===== src/rtl/instruction_fetch_unit_pkg.sv =====
// Shared definitions for the instruction fetch unit: FSM encodings, the default
// reset PC, RV32I major opcodes and a PC alignment helper.
package instruction_fetch_unit_pkg;

    localparam logic [31:0] DEFAULT_RESET_PC = 32'h0000_0000;

    typedef enum logic [1:0] {
        ST_FETCH  = 2'd0,
        ST_VALID  = 2'd1,
        ST_HALTED = 2'd2
    } ifu_state_e;

    // RV32I major opcodes (inst[6:0]) as seen by the control unit.
    localparam logic [6:0] OPC_LUI    = 7'b0110111;
    localparam logic [6:0] OPC_AUIPC  = 7'b0010111;
    localparam logic [6:0] OPC_JAL    = 7'b1101111;
    localparam logic [6:0] OPC_JALR   = 7'b1100111;
    localparam logic [6:0] OPC_BRANCH = 7'b1100011;
    localparam logic [6:0] OPC_LOAD   = 7'b0000011;
    localparam logic [6:0] OPC_STORE  = 7'b0100011;
    localparam logic [6:0] OPC_OP_IMM = 7'b0010011;
    localparam logic [6:0] OPC_OP     = 7'b0110011;
    localparam logic [6:0] OPC_SYSTEM = 7'b1110011;

    // Misaligned targets are silently word-aligned rather than trapping.
    function automatic logic [31:0] align_pc(input logic [31:0] pc);
        return {pc[31:2], 2'b00};
    endfunction

endpackage


===== src/rtl/instruction_fetch_unit_pc_register.sv =====
// Program counter register: synchronous active-high reset to RESET_PC and a
// load enable; holds its value otherwise.
module pc_register
    import instruction_fetch_unit_pkg::*;
#(
    parameter logic [31:0] RESET_PC = DEFAULT_RESET_PC
) (
    input  logic        clk,
    input  logic        reset,
    input  logic        load_i,
    input  logic [31:0] pc_d_i,
    output logic [31:0] pc_q_o
);

    logic [31:0] pc_q;
    logic [31:0] pc_d;

    always_comb begin
        pc_d = pc_q;
        if (load_i) begin
            pc_d = pc_d_i;
        end
    end

    always_ff @(posedge clk) begin
        if (reset) begin
            pc_q <= RESET_PC;
        end else begin
            pc_q <= pc_d;
        end
    end

    assign pc_q_o = pc_q;

endmodule


===== src/rtl/instruction_fetch_unit.sv =====
// Instruction fetch unit: requests one word at PC, holds it in IR for decode
// until acknowledged, then follows next_pc or halts permanently until reset.
//
// Handshakes: a fetch completes on a rising edge where imem_req && imem_ready;
// an instruction retires on a rising edge where inst_valid && inst_ack (halt is
// sampled on that same edge). imem_ready with imem_req=0 and inst_ack/halt with
// inst_valid=0 are ignored.
module instruction_fetch_unit
    import instruction_fetch_unit_pkg::*;
#(
    parameter logic [31:0] RESET_PC = DEFAULT_RESET_PC
) (
    input  logic        clk,
    input  logic        reset,
    output logic        imem_req,
    output logic [31:0] imem_addr,
    input  logic        imem_ready,
    input  logic [31:0] imem_rdata,
    output logic        inst_valid,
    output logic [31:0] inst,
    output logic [6:0]  part_of_inst,
    output logic [31:0] inst_pc,
    input  logic        inst_ack,
    input  logic [31:0] next_pc,
    input  logic        halt,
    output logic        is_halted,
    output logic [31:0] retire_count,
    output logic [1:0]  dbg_state
);

    ifu_state_e  state_q, state_d;
    logic [31:0] pc_q;
    logic        pc_load;
    logic [31:0] ir_q, ir_d;
    logic [31:0] inst_pc_q, inst_pc_d;
    logic [31:0] retire_q, retire_d;

    pc_register #(
        .RESET_PC (RESET_PC)
    ) u_pc (
        .clk    (clk),
        .reset  (reset),
        .load_i (pc_load),
        .pc_d_i (align_pc(next_pc)),
        .pc_q_o (pc_q)
    );

    always_comb begin
        state_d    = state_q;
        pc_load    = 1'b0;
        ir_d       = ir_q;
        inst_pc_d  = inst_pc_q;
        retire_d   = retire_q;
        imem_req   = 1'b0;
        inst_valid = 1'b0;
        is_halted  = 1'b0;

        case (state_q)
            ST_FETCH: begin
                imem_req = 1'b1;
                if (imem_ready) begin
                    ir_d      = imem_rdata;
                    inst_pc_d = pc_q;
                    state_d   = ST_VALID;
                end
            end
            ST_VALID: begin
                inst_valid = 1'b1;
                if (inst_ack) begin
                    retire_d = retire_q + 32'd1;
                    // Halt wins over any redirect: PC stays on the halting instruction.
                    if (halt) begin
                        state_d = ST_HALTED;
                    end else begin
                        pc_load = 1'b1;
                        state_d = ST_FETCH;
                    end
                end
            end
            ST_HALTED: begin
                is_halted = 1'b1;
            end
            default: begin
                state_d = ST_FETCH;
            end
        endcase

        // Outputs are quiet for the whole reset window, not just after the first edge.
        if (reset) begin
            imem_req   = 1'b0;
            inst_valid = 1'b0;
            is_halted  = 1'b0;
        end
    end

    always_ff @(posedge clk) begin
        if (reset) begin
            state_q   <= ST_FETCH;
            ir_q      <= 32'h0;
            inst_pc_q <= RESET_PC;
            retire_q  <= 32'h0;
        end else begin
            state_q   <= state_d;
            ir_q      <= ir_d;
            inst_pc_q <= inst_pc_d;
            retire_q  <= retire_d;
        end
    end

    assign imem_addr    = pc_q;
    assign inst         = ir_q;
    assign part_of_inst = ir_q[6:0];
    assign inst_pc      = inst_pc_q;
    assign retire_count = retire_q;
    assign dbg_state    = state_q;

endmodule

===== config.mk =====
export PLATFORM = sky130hd
export DESIGN_NAME = instruction_fetch_unit
export DESIGN_NICKNAME = d
export VERILOG_FILES = /design/src/rtl/instruction_fetch_unit_pkg.sv /design/src/rtl/instruction_fetch_unit_pc_register.sv /design/src/rtl/instruction_fetch_unit.sv
export SDC_FILE = /design/constraint.sdc
export NUM_CORES = 1
export LEC_CHECK = 0
export ABC_AREA = 1
export CORE_UTILIZATION = 40
export CTS_CLUSTER_DIAMETER = 40
export DETAILED_ROUTE_END_ITERATION = 10
export PLACE_DENSITY = 0.76
export SLEW_MARGIN = 20
export SYNTH_ARGS = -nofsm -noshare
export SYNTH_HDL_FRONTEND = slang
export SYNTH_SLANG_ARGS = --single-unit

===== constraint.sdc =====
create_clock -name clk -period 1.55 [get_ports clk]
set_input_delay 0.31 -clock clk [delete_from_list [all_inputs] [get_ports clk]]
set_output_delay 0.31 -clock clk [all_outputs]
set_load 0.05 [all_outputs]

==> results of run 1 <==
power by group through the flow:
stage	clock network (uW)	registers, uW	logic, uW
final	4390	3560	1950
after global routing	4610	3580	2050
after CTS	4450	3560	1940
after detailed placement	0	3620	1920
after global placement	0	3620	1890
after floorplan	0	4180	485
registers in the layout, summed over array words and instances, names as in the netlist:
register      flops
inst_pc          30
inst             32
u_pc.pc_q_o      30
dbg_state         2
retire_count     32
critical path, cell delays in order, from the launching register on:
cell and delay, ps:
sky130_fd_sc_hd__dfxtp_4 360, sky130_fd_sc_hd__inv_4 40, sky130_fd_sc_hd__or2_4 230, sky130_fd_sc_hd__nor2_4 100
sky130_fd_sc_hd__buf_12 140
stage by stage:
| step | area (um2) | setup slack (ps) | power, uW | std cells | utilization, % |
|---|---|---|---|---|---|
| final | 9060 | -48.2 | 9890 | 1109 | 74.2 |
| after global routing | 9060 | -82.9 | 10200 | 1109 | 74.2 |
| after CTS | 8950 | -110 | 9950 | 1103 | 73.3 |
| after detailed placement | 8230 | -275 | 5540 | 1068 | 67.4 |
| after global placement | 8230 | -237 | 5510 | 1068 | 67.4 |
| after floorplan | 5150 | -97.9 | 4660 | 707 | - |
repair_timing:
action	CTS	global route
gates resized for setup	12	19
pin swaps	4	9
endpoints found under the setup margin	3	18
buffers inserted	4	6
gates cloned	0	0
final timing paths:
kind	startpoint	end	cells after the start
max	dbg_state[1]	is_halted	4
min	reset	dbg_state[1]	3
max reg2reg	retire_count[1]	retire_count[27]	8
min reg2reg	inst[25]	inst[25]	2
Yosys cell counts:
cell type / n
sky130_fd_sc_hd__o21ai_0: 98
sky130_fd_sc_hd__buf_2: 13
sky130_fd_sc_hd__nand4_1: 8
sky130_fd_sc_hd__nand3_1: 25
sky130_fd_sc_hd__o21ai_1: 5
sky130_fd_sc_hd__nor3_1: 3
sky130_fd_sc_hd__buf_1: 2
sky130_fd_sc_hd__nor2_8: 1
sky130_fd_sc_hd__o21a_1: 5
sky130_fd_sc_hd__nand3_2: 3
sky130_fd_sc_hd__a31oi_1: 1
sky130_fd_sc_hd__conb_1: 1
sky130_fd_sc_hd__or2_2: 1
sky130_fd_sc_hd__ha_1: 1
sky130_fd_sc_hd__nor4_1: 1
sky130_fd_sc_hd__dfxtp_1: 126
sky130_fd_sc_hd__nor2_4: 3
sky130_fd_sc_hd__inv_2: 2
sky130_fd_sc_hd__buf_4: 11
sky130_fd_sc_hd__a211oi_1: 1
sky130_fd_sc_hd__inv_1: 38
sky130_fd_sc_hd__clkbuf_1: 17
sky130_fd_sc_hd__buf_6: 1
sky130_fd_sc_hd__nor2_1: 242
sky130_fd_sc_hd__xor2_1: 3
sky130_fd_sc_hd__nand3_4: 1
sky130_fd_sc_hd__nor2_2: 6
sky130_fd_sc_hd__a21oi_1: 16
sky130_fd_sc_hd__clkinv_1: 1
sky130_fd_sc_hd__nand2_1: 68
cell usage in the layout, fill, tap and decap left out, types with 18 or more instances in the layout:
cell type	Yosys	layout
sky130_fd_sc_hd__dfxtp_1	126	107
sky130_fd_sc_hd__o21ai_0	98	96
sky130_fd_sc_hd__nand2_1	68	66
sky130_fd_sc_hd__clkdlybuf4s50_1	0	65
sky130_fd_sc_hd__nand3_1	25	24
sky130_fd_sc_hd__buf_4	11	85
sky130_fd_sc_hd__inv_1	38	36
sky130_fd_sc_hd__clkbuf_16	0	18
sky130_fd_sc_hd__buf_12	0	92
sky130_fd_sc_hd__nor2_1	242	232
per-layer routing:
metal	GRT usage [%]	share of wire, %
met5	0	0
met4	10.8	2.2
met3	9.70	8.7
met2	42.8	50
met1	27.8	39
area by class of cell:
cell class / count / area (um2)
Timing Repair Buffer: 246 / 3170
Multi-Input combinational cell: 496 / 2300
Clock buffer: 23 / 509
Tap cell: 168 / 210
Fill cell: 905 / 3150
Sequential cell: 126 / 2560
Inverter: 41 / 160
Clock inverter: 9 / 153
logic make-up (layout without fill, tap and decap cells):
logic type	count (synthesis)	count (layout)
other	1	4
DFF	126	126
adders and majority gates	1	1
buffers and inverters	85	319
AOI/OAI and AO/OA	126	126
and+or+nand+nor	362	362
xor gates and xnor gates	3	3
==> results.md, run 1 <==
- Number of max-slew violations in the final report: 0
- Chip height: roughly 110 um
- Number of hold-slack violations in the final timing report: 0
- Overall fraction of global-route tracks in use: 25.1%
- Via count of the first global-routing pass: 5073
- Syn Area/Cell: 7.25 um2
- Antenna Diode Count: 0
- Post-synthesis cell type with the largest combined area: sky130_fd_sc_hd__dfxtp_1
- Wire length after detailed routing: 16300 um
- Mean number of vias per cell: 4.86
- Count of input and output buffers: 202
- Class of the tightest hold or removal check: primary input to register
- Wire length of the first global-routing pass: about 25000 um
- Total CTS buffers: 17
- Total of max-cap violations: 0
- Via Count: 5386
- Setup repair after global routing missed its margin: yes
- Worst-path clk slew: 60 ps
- Power per standard cell area: 1090 nW/um2
- Sw frac: 27.6%
- Antenna violations before repair: 0
- Minimum clock period: about 1600 ps
- Final-report setup violation count: 3
- Overflow left after global routing: 0
- HPWL Detailed: between 10000 and 15000 um
- WP data required: around 1200 ps
- Count of antenna-violating nets left after detailed routing: 0
- Area of the core: between 10000 and 15000 um2
- Clock Tree Buf Depth: 2
- Ports placed on the boundary: 209
- Critical path data arrival time: 1290 ps
- Sequential fraction of the synthesis area: 49.4%
- TritonCTS clock tree: yes
- Flops & latches, synth: 126
- Share of the synthesized area in the top cell type: between 40% and 50%
- Final critical-path setup slack: -48.2 ps
- Fin Hold WS: 417 ps
- Die Outline Area: roughly 13000 um2
- DR DRC count: 0
- Share of the synthesized area in compound gates (AO/OA/AOI/OAI): about an eighth
- Maximum ir drop on the vdd rail: 0.000886 V
- Switching Power: 2730 uW
- Violated checks: setup timing
- Source-to-sink clock delay at the later pin of the worst-skew pair: about 420 ps
- Sequential cell fraction of total power: roughly 36%
- Die Span X: 115 um
- First-pass iteration count of the detailed router: 7
- Post-layout nets: between 900 and 1000
- Total number of placement rows: 40
- Cells after synthesis: 704
- Number of sinks driven by the clock tree: around 130
- Startpoint class of the critical path: register
- Mapped cell area: around 5100 um2
- Multiplexer fraction of the synthesized cell area: 0%
- Count of routing violations after the opening detailed-route iteration: 304
- Share of the clock period used by the worst path after layout: 103%
- Final total negative setup slack: -97.6 ps
- Final weighted congestion of routability-driven global placement: 0.863
- Fin Clk Skew: 8.09 ps
- Post-synthesis adder-cell area fraction: less than 1%
- Maximum number of pins on one net before global-route repair: 46
- Count of unique library cells instantiated by Yosys: 30
- Critical path start-end classification: register to output pin
- Critical Path Fanout Max: 3
- Combinational family with the most area after synthesis: simple AND/OR/NAND/NOR gates
- Leakage power of the design: roughly 0.0038 uW
- Yosys warning count: 0
- CTS Hold Buffers Added: 0
- Root buffer selected by CTS: sky130_fd_sc_hd__clkbuf_16
- Crit path capture type: output pin
- Share of power burned in combinational logic: between 10% and 20%
- Internal power: 7160 uW
- Biggest area contributors in the synthesized netlist: sky130_fd_sc_hd__dfxtp_1, sky130_fd_sc_hd__nor2_1, sky130_fd_sc_hd__o21ai_0
- Xor/xnor cell area share of the yosys netlist: 0.515%
- Max frequency: 626 MHz
- Layout cells sized above 1: 28.2%
- Worst setup slack for register-to-register paths: 70 ps
- Starting Density: about two fifths
- Run status: finished with violations
- Routed len/inst: roughly 15 um
- Total number of H-tree levels: 4
- P&R area growth vs syn: 77.6%
- Part of the power in the clock network: between 40% and 50%
- Simple-gate portion of the synthesized area: 29.5%
No activity file was read; power rests on OpenSTA's default activity.
==> run 2, diff against run 1 <==
--- a/config.mk
+++ b/config.mk
@@ -9,6 +9,8 @@
 export CORE_UTILIZATION = 40
 export CTS_CLUSTER_DIAMETER = 40
 export DETAILED_ROUTE_END_ITERATION = 10
+export GPL_ROUTABILITY_DRIVEN = 0
+export GPL_TIMING_DRIVEN = 0
 export PLACE_DENSITY = 0.76
 export SLEW_MARGIN = 20
 export SYNTH_ARGS = -nofsm -noshare
==> results.md, run 2 (synthesis results as in run 1) <==
- Class of the tightest hold or removal check: primary input to register
- Antenna Diode Count: 0 (unchanged)
- Setup repair bufs after CTS: 0 (-4)
- Core Util, Final: 66.3% (-7.9 points)
- Reg-to-Reg Start: dbg_state[1]
- Area of the core: 12200 um2 (unchanged)
- Critical Path Fanout Max: 4 (+1)
- First-pass iteration count of the detailed router: 4 (-3)
- Number of hold-slack violations in the final timing report: 0 (unchanged)
- Die Span X: 115 um (unchanged)
- Root buffer selected by CTS: sky130_fd_sc_hd__clkbuf_16
- Total CTS buffers: 17 (unchanged)
- Number of sinks driven by the clock tree: 126 (unchanged)
- Final critical-path setup slack: -43.1 ps (+5.07 ps)
- CTS Hold Buffers Added: 0 (unchanged)
- Source-to-sink clock delay at the later pin of the worst-skew pair: 410 ps (about the same)
- DR DRC count: 0 (unchanged)
- Count of input and output buffers: 201 (-0.50%)
- Antenna violations before repair: 0 (unchanged)
- Headroom to the max-slew limit: 61.7%
- Wire length after detailed routing: 15700 um (-3.6%)
- Power per standard cell area: 1130 nW/um2 (+3.2%)
- Post-layout nets: 997 (-0.10%)
- Maximum number of pins on one net before global-route repair: 17 (-63%)
- Starting Density: 41.8% (unchanged)
- Clock Tree Buf Depth: 2 (unchanged)
- Fin Clk Skew: 9.78 ps (+1.68 ps)
- P&R area growth vs syn: 58.7%
- Final-report setup violation count: 1 (-2)
- Fin Hold WS: 188 ps (-229 ps)
- Mean number of vias per cell: 4.72 (-2.8%)
- Crit path capture type: output pin
- Total number of H-tree levels: 4 (unchanged)
- Critical path data arrival time: 1280 ps (about the same)
- Wire length of the first global-routing pass: 24600 um (-2.4%)
- Run status: finished with violations
- Count of routing violations after the opening detailed-route iteration: 270 (-11%)
- Die Outline Area: 13200 um2 (unchanged)
- Tightest Pin Transition: ~570 ps
- Hold_sp: reset
- Worst-path clk slew: 60 ps (about the same)
- Chip height: 115 um (unchanged)
- Setup repair after global routing missed its margin: yes
- Worst Hold Path EP: retire_count[7]
- Routed len/inst: 14.2 um (-3.4%)
- Cell depth of the worst min-delay path: 2 (-1)
- Count of antenna-violating nets left after detailed routing: 0 (unchanged)
- Tot Pwr: 9120 uW (-7.8%)
- Placed cells: 1076 (+0.75%)
- TritonCTS clock tree: yes
- Commonest non-fill, non-tap cell in the layout: sky130_fd_sc_hd__nor2_1
- Layout cells sized above 1: 25.8% (-2.4 points)
- Violated checks: setup timing
- Ports placed on the boundary: 209 (unchanged)
- Startpoint class of the critical path: register
- Worst setup slack for register-to-register paths: 100 ps (+30 ps)
- Final cell count without fillers: 1107 (-0.18%)
- Max frequency: 628 MHz (+0.32%)
- Minimum clock period: 1590 ps (-5.07 ps)
- Number of max-slew violations in the final report: 0 (unchanged)
- WP data required: 1240 ps (about the same)
- Overflow left after global routing: 0 (unchanged)
- Reg2Reg Depth: 9 (+1)
- Leakage power of the design: 0.00327 uW (-14%)
- Maximum ir drop on the vdd rail: 0.000778 V (-12%)
- Worst setup slack before clock tree synthesis: -735 ps (-460 ps)
- Leading cell types in the layout, fill and taps excluded: sky130_fd_sc_hd__nor2_1, sky130_fd_sc_hd__clkdlybuf4s15_2, sky130_fd_sc_hd__dfxtp_1
- Via count of the first global-routing pass: 4941 (-2.6%)
- Overall fraction of global-route tracks in use: 24.3% (-0.78 points)
- Worst r2r dst: retire_count[23]
- Total of max-cap violations: 0 (unchanged)
- Critical path start-end classification: register to output pin
- HPWL Detailed: 11600 um (about the same)
- Total number of placement rows: 40 (unchanged)
- Via Count: 5224 (-3.0%)
- Share of the clock period used by the worst path after layout: 103% (-0.33 points)
## run 2: area by class of cell
| cell class | instances | area (um2) |
|---|---|---|
| repair buffers | 201 | 2070 |
| flip-flops and latches | 126 | 2560 |
| inverters | 41 | 156 |
| clock buffers | 26 | 541 |
| multi-input cells | 496 | 2270 |
| fillers | 1084 | 4120 |
| plain buffers | 44 | 239 |
| clock inverters | 5 | 50.0 |
| well taps | 168 | 210 |
## run 2: critical path, cell delays in order (launching register included)
cell                      delay [ps]
sky130_fd_sc_hd__dfxtp_4         370
sky130_fd_sc_hd__inv_4            40
sky130_fd_sc_hd__or2_4           230
sky130_fd_sc_hd__nor2_4           80
sky130_fd_sc_hd__buf_6           160
## run 2: worst max-delay path by stage
| stage | end | startpoint | slack (ps) |
|---|---|---|---|
| 4_1_cts | is_halted | dbg_state[1] | -80 |
| 2_1_floorplan | imem_req | reset | -100 |
| 3_5_place_dp | inst_valid | reset | -730 |
| 5_1_grt | is_halted | dbg_state[1] | -80 |
| 6_report | is_halted | dbg_state[1] | -40 |
| 3_3_place_gp | inst_valid | reset | -720 |
## run 2: metal layers
metal	track usage [%]	wire, um	up-vias	part of all wire [%]
li1	-	-	2680	-
met1	28.6	6610	2352	42
met2	40.2	7520	175	48
met3	8.38	1330	17	8.5
met4	10.2	257	0	1.6
met5	0	0	-	0
## run 2: power breakdown
group | internal [uW] | switching, uW | leakage, uW
clock network | 2540 | 1360 | 0.000297
logic | 564 | 1140 | 0.00193
registers | 3410 | 107 | 0.00104
total | 6520 | 2610 | 0.00327
## run 2: repair_timing
| item | CTS | global route |
|---|---|---|
| endpoints found under the setup margin | 163 | 33 |
| resized for setup | 441 | 38 |
| pin swaps | 0 | 1 |
## run 2: through the flow
step / instance area (um2) / setup TNS [ps]
2_1_floorplan: 5150 / -97.9
5_1_grt: 8100 / -104
6_report: 8100 / -43.1
3_5_place_dp: 7380 / -37550
3_3_place_gp: 7380 / -37810
4_1_cts: 8090 / -156
==> run 3, diff against run 2 <==
--- a/config.mk
+++ b/config.mk
@@ -5,13 +5,13 @@
 export SDC_FILE = /design/constraint.sdc
 export NUM_CORES = 1
 export LEC_CHECK = 0
-export ABC_AREA = 1
 export CORE_UTILIZATION = 40
 export CTS_CLUSTER_DIAMETER = 40
 export DETAILED_ROUTE_END_ITERATION = 10
 export GPL_ROUTABILITY_DRIVEN = 0
 export GPL_TIMING_DRIVEN = 0
-export PLACE_DENSITY = 0.76
+export HOLD_SLACK_MARGIN = 0.03
+export PLACE_DENSITY = 0.77
 export SLEW_MARGIN = 20
 export SYNTH_ARGS = -nofsm -noshare
 export SYNTH_HDL_FRONTEND = slang
==> results.md, run 3 <==
- Die Span X: 113 um (-1.7%)
- Startpoint class of the critical path: register
- Antenna violations before repair: 0 (unchanged)
- Via count of the first global-routing pass: 5106 (+3.3%)
- Core Util, Final: 71.2% (+4.9 points)
- Wire length after detailed routing: 16000 um (+1.5%)
- Met2 wire len: 7960 um (+6.0%)
- Critical Path Slowest Stage Cell: sky130_fd_sc_hd__or4_4
- Post-synthesis cell type with the largest combined area: sky130_fd_sc_hd__dfxtp_1
- Fill cell count: 900 (-17%)
- Via Count: 5210 (-0.27%)
- Die Outline Area: 12800 um2 (-3.3%)
- Most frequently used cell type in the post-synthesis netlist: sky130_fd_sc_hd__nand2_1
- Tot Pwr: 8270 uW (-9.3%)
- Share of the clock period used by the worst path after layout: 118% (+15 points)
- Routed len/inst: 15.7 um (+10%)
- Ports placed on the boundary: 209 (unchanged)
- Placed cells: 966 (-10%)
- Maximum number of pins on one net before global-route repair: 17 (unchanged)
- WP data required: 1880 ps (+640 ps)
- Sequential cell fraction of total power: 40.5% (+1.9 points)
- Headroom to the max-slew limit: 57.9% (-3.8 points)
- Overall fraction of global-route tracks in use: 25.2% (+0.90 points)
- Number of enable-type register cells in the synthesized netlist: 0 (unchanged)
- Post-placement cell area: 7330 um2 (-0.58%)
- Worst Hold Path EP: retire_count[31]
- Layout cells sized above 1: 35.7% (+9.9 points)
- Met3 WL post-DR: 1010 um (-25%)
- Critical path data arrival time: 2160 ps (+880 ps)
- P&R area growth vs syn: 73.5%
- Total of max-cap violations: 0 (unchanged)
- Critical path start-end classification: register to register
- Maximum ir drop on the vdd rail: 0.000702 V (-9.8%)
- Antenna Diode Count: 0 (unchanged)
- Final design instance area without fill: 8560 um2 (+5.7%)
- Mapped cell area: 4930 um2 (-3.3%)
- Count of input and output buffers: 201 (unchanged)
- Biggest area contributors in the synthesized netlist: sky130_fd_sc_hd__dfxtp_1, sky130_fd_sc_hd__nand2_1, sky130_fd_sc_hd__a21oi_1
- Fin Clk Skew: 6.96 ps (-2.81 ps)
- Tightest Pin Transition: 632 ps (+57.1 ps)
- Max frequency: 547 MHz (-13%)
- Share of power burned in combinational logic: 14.1% (-4.5 points)
- Chip height: 113 um (-1.7%)
- Crit path capture type: register
- Count of antenna-violating nets left after detailed routing: 0 (unchanged)
- Leakage power of the design: 0.00316 uW (-3.5%)
- Total CTS buffers: 17 (unchanged)
- Number of max-slew violations in the final report: 0 (unchanged)
- Final cell count without fillers: 1019 (-7.9%)
- Power per standard cell area: 967 nW/um2 (-14%)
- Wire length of the first global-routing pass: 25300 um (+3.0%)
- Area of the core: 12000 um2 (-1.6%)
- TritonCTS clock tree: yes
- Met1 Wirelength: 6470 um (-2.2%)
- Count of routing violations after the opening detailed-route iteration: 197 (-27%)
- Mean number of vias per cell: 5.11 (+8.3%)
- Yosys warning count: 0 (unchanged)
- Sequential fraction of the synthesis area: 51.2% (+1.7 points)
- Total number of placement rows: 40 (unchanged)
- Most numerous cell types in the synthesized netlist: sky130_fd_sc_hd__nand2_1, sky130_fd_sc_hd__dfxtp_1, sky130_fd_sc_hd__a21oi_1
- Post-layout nets: 929 (-6.8%)
- Number of sinks driven by the clock tree: 126 (unchanged)
- Post-synth ARST share: 0% (unchanged)
- First-pass iteration count of the detailed router: 5 (+1)
- Final critical-path setup slack: -280 ps (-237 ps)
- Count of unique library cells instantiated by Yosys: 34 (+13%)
- Clock Tree Buf Depth: 2 (unchanged)
- HPWL Detailed: 11000 um (-5.5%)
- Run status: finished with violations
- Cell depth of the worst min-delay path: 3 (+1)
- Hold_sp: reset
- Cell Chain, Critical Path: ha_4 -> nand3_4 -> or3_4 -> buf_6 -> or4_4 -> a21oi_2
- Highest routed layer: met4
- Part of the power in the clock network: 45.4% (+2.6 points)
- Sw frac: 26.0% (-2.5 points)
- Final-report setup violation count: 23 (+22)
- Starting Density: 41.1% (-0.72 points)
- CTS Hold Buffers Added: 0 (unchanged)
- Commonest non-fill, non-tap cell in the layout: sky130_fd_sc_hd__nand2_1
- Flops & latches, synth: 126 (unchanged)
- Switching Power: 2150 uW (-17%)
- Setup repair after global routing missed its margin: yes
- Total number of H-tree levels: 4 (unchanged)
- Worst r2r dst: retire_count[16]
- Violated checks: setup timing
- Syn Area/Cell: 8.02 um2 (+11%)
- DR DRC count: 0 (unchanged)
- Internal power: 6120 uW (-6.1%)
- Worst setup slack before clock tree synthesis: -810 ps (-75.2 ps)
- Critical Path Fanout Max: 5 (+1)
- Share of the synthesized area in the top cell type: 51.2% (+1.7 points)
- Reg-to-Reg Start: retire_count[1]
- Commonest register cell after synthesis: sky130_fd_sc_hd__dfxtp_1
- Root buffer selected by CTS: sky130_fd_sc_hd__clkbuf_16
- CP peak stage delay: 470 ps (+100 ps)
- Worst-path clk slew: 60 ps (about the same)
- Leading cell types in the layout, fill and taps excluded: sky130_fd_sc_hd__nand2_1, sky130_fd_sc_hd__clkdlybuf4s15_2, sky130_fd_sc_hd__a21oi_1
- Overflow left after global routing: 0 (unchanged)
- Cells after synthesis: 615 (-13%)
- Class of the tightest hold or removal check: primary input to register
- Source-to-sink clock delay at the later pin of the worst-skew pair: 410 ps (about the same)
- Worst setup slack for register-to-register paths: -280 ps (-380 ps)
- Minimum clock period: 1830 ps (+237 ps)
- Reg2Reg Depth: 6 (-3)
- Number of hold-slack violations in the final timing report: 0 (unchanged)
-- run 3: cell count changes in the layout (fill, tap and decap cells not counted), moves of 17 or more --
cell | previous run | this run
sky130_fd_sc_hd__a21oi_1 | 16 | 100
sky130_fd_sc_hd__nand2_1 | 67 | 196
sky130_fd_sc_hd__nor2_1 | 234 | 20
sky130_fd_sc_hd__buf_4 | 14 | 31
sky130_fd_sc_hd__nand3_1 | 24 | 7
sky130_fd_sc_hd__inv_1 | 37 | 3
sky130_fd_sc_hd__o21ai_0 | 97 | 2
sky130_fd_sc_hd__buf_6 | 3 | 21
-- run 3: cells by family (layout without fill, tap and decap cells) --
family | after synthesis | after routing | share of synthesized area (%)
AOI/OAI and AO/OA | 121 | 121 | 12.9
xor gates and xnor gates | 11 | 11 | 1.95
adders and majority gates | 1 | 1 | 0.254
buffers and inverters | 56 | 310 | 5.48
DFF | 126 | 126 | 51.2
muxes | 7 | 7 | 1.60
other | 1 | 4 | 0.0760
and+or+nand+nor | 292 | 292 | 26.6
-- run 3: per-stage QoR --
step	TNS, ps	hold WS, ps
2_1_floorplan	-3900	446
3_3_place_gp	-72710	441
5_1_grt	-5890	454
3_5_place_dp	-76910	449
6_report	-3870	433
4_1_cts	-3670	403
-- run 3: timing repair --
item | in CTS | in global routing
gates resized for setup | 491 | 61
endpoints found under the setup margin | 248 | 125
setup buffers | 10 | 12
cloned | 1 | 0
pin swaps | 16 | 14
-- run 3: layer usage --
layer | GRT usage, % | up-vias
li1 | - | 2545
met1 | 28.5 | 2422
met2 | 44.1 | 205
met3 | 6.21 | 38
met4 | 12.6 | 0
met5 | 0 | -
-- run 3: power groups by stage --
stage	registers (uW)	clock network [uW]	logic, uW
floorplan	3710	0	374
global placement	3420	0	1100
detailed placement	3420	0	1120
CTS	3350	3810	1120
global route	3360	3980	1230
finish	3350	3750	1160
-- run 3: final cells by class --
type / count / area, um2 / area share, %
Buffer: 51 / 375 / 4.39
Clock buffer: 22 / 485 / 5.67
Clock inverter: 10 / 83.8 / 0.980
Inverter: 3 / 11.3 / 0.132
Multi-Input combinational cell: 436 / 2510 / 29.4
Sequential cell: 126 / 2610 / 30.4
Tap cell: 147 / 184 / 2.15
Timing Repair Buffer: 224 / 2300 / 26.9
-- run 3: worst max-delay path by stage --
| stage | startpoint | endpoint | slack (ps) |
|---|---|---|---|
| 2_1_floorplan | dbg_state[1] | retire_count[20] | -320 |
| 3_3_place_gp | inst_ack | retire_count[28] | -760 |
| 3_5_place_dp | inst_ack | retire_count[18] | -810 |
| 4_1_cts | dbg_state[1] | retire_count[18] | -290 |
| 5_1_grt | retire_count[1] | retire_count[16] | -330 |
| 6_report | retire_count[1] | retire_count[16] | -280 |
-- run 3: worst max-delay path: cells and delay by family (launching register included) --
kind            cells  cell delay [ps]
compound gates      1              140
flops               1              370
buf+inv             1              140
simple gates        3              950
fa+ha+maj           1              150
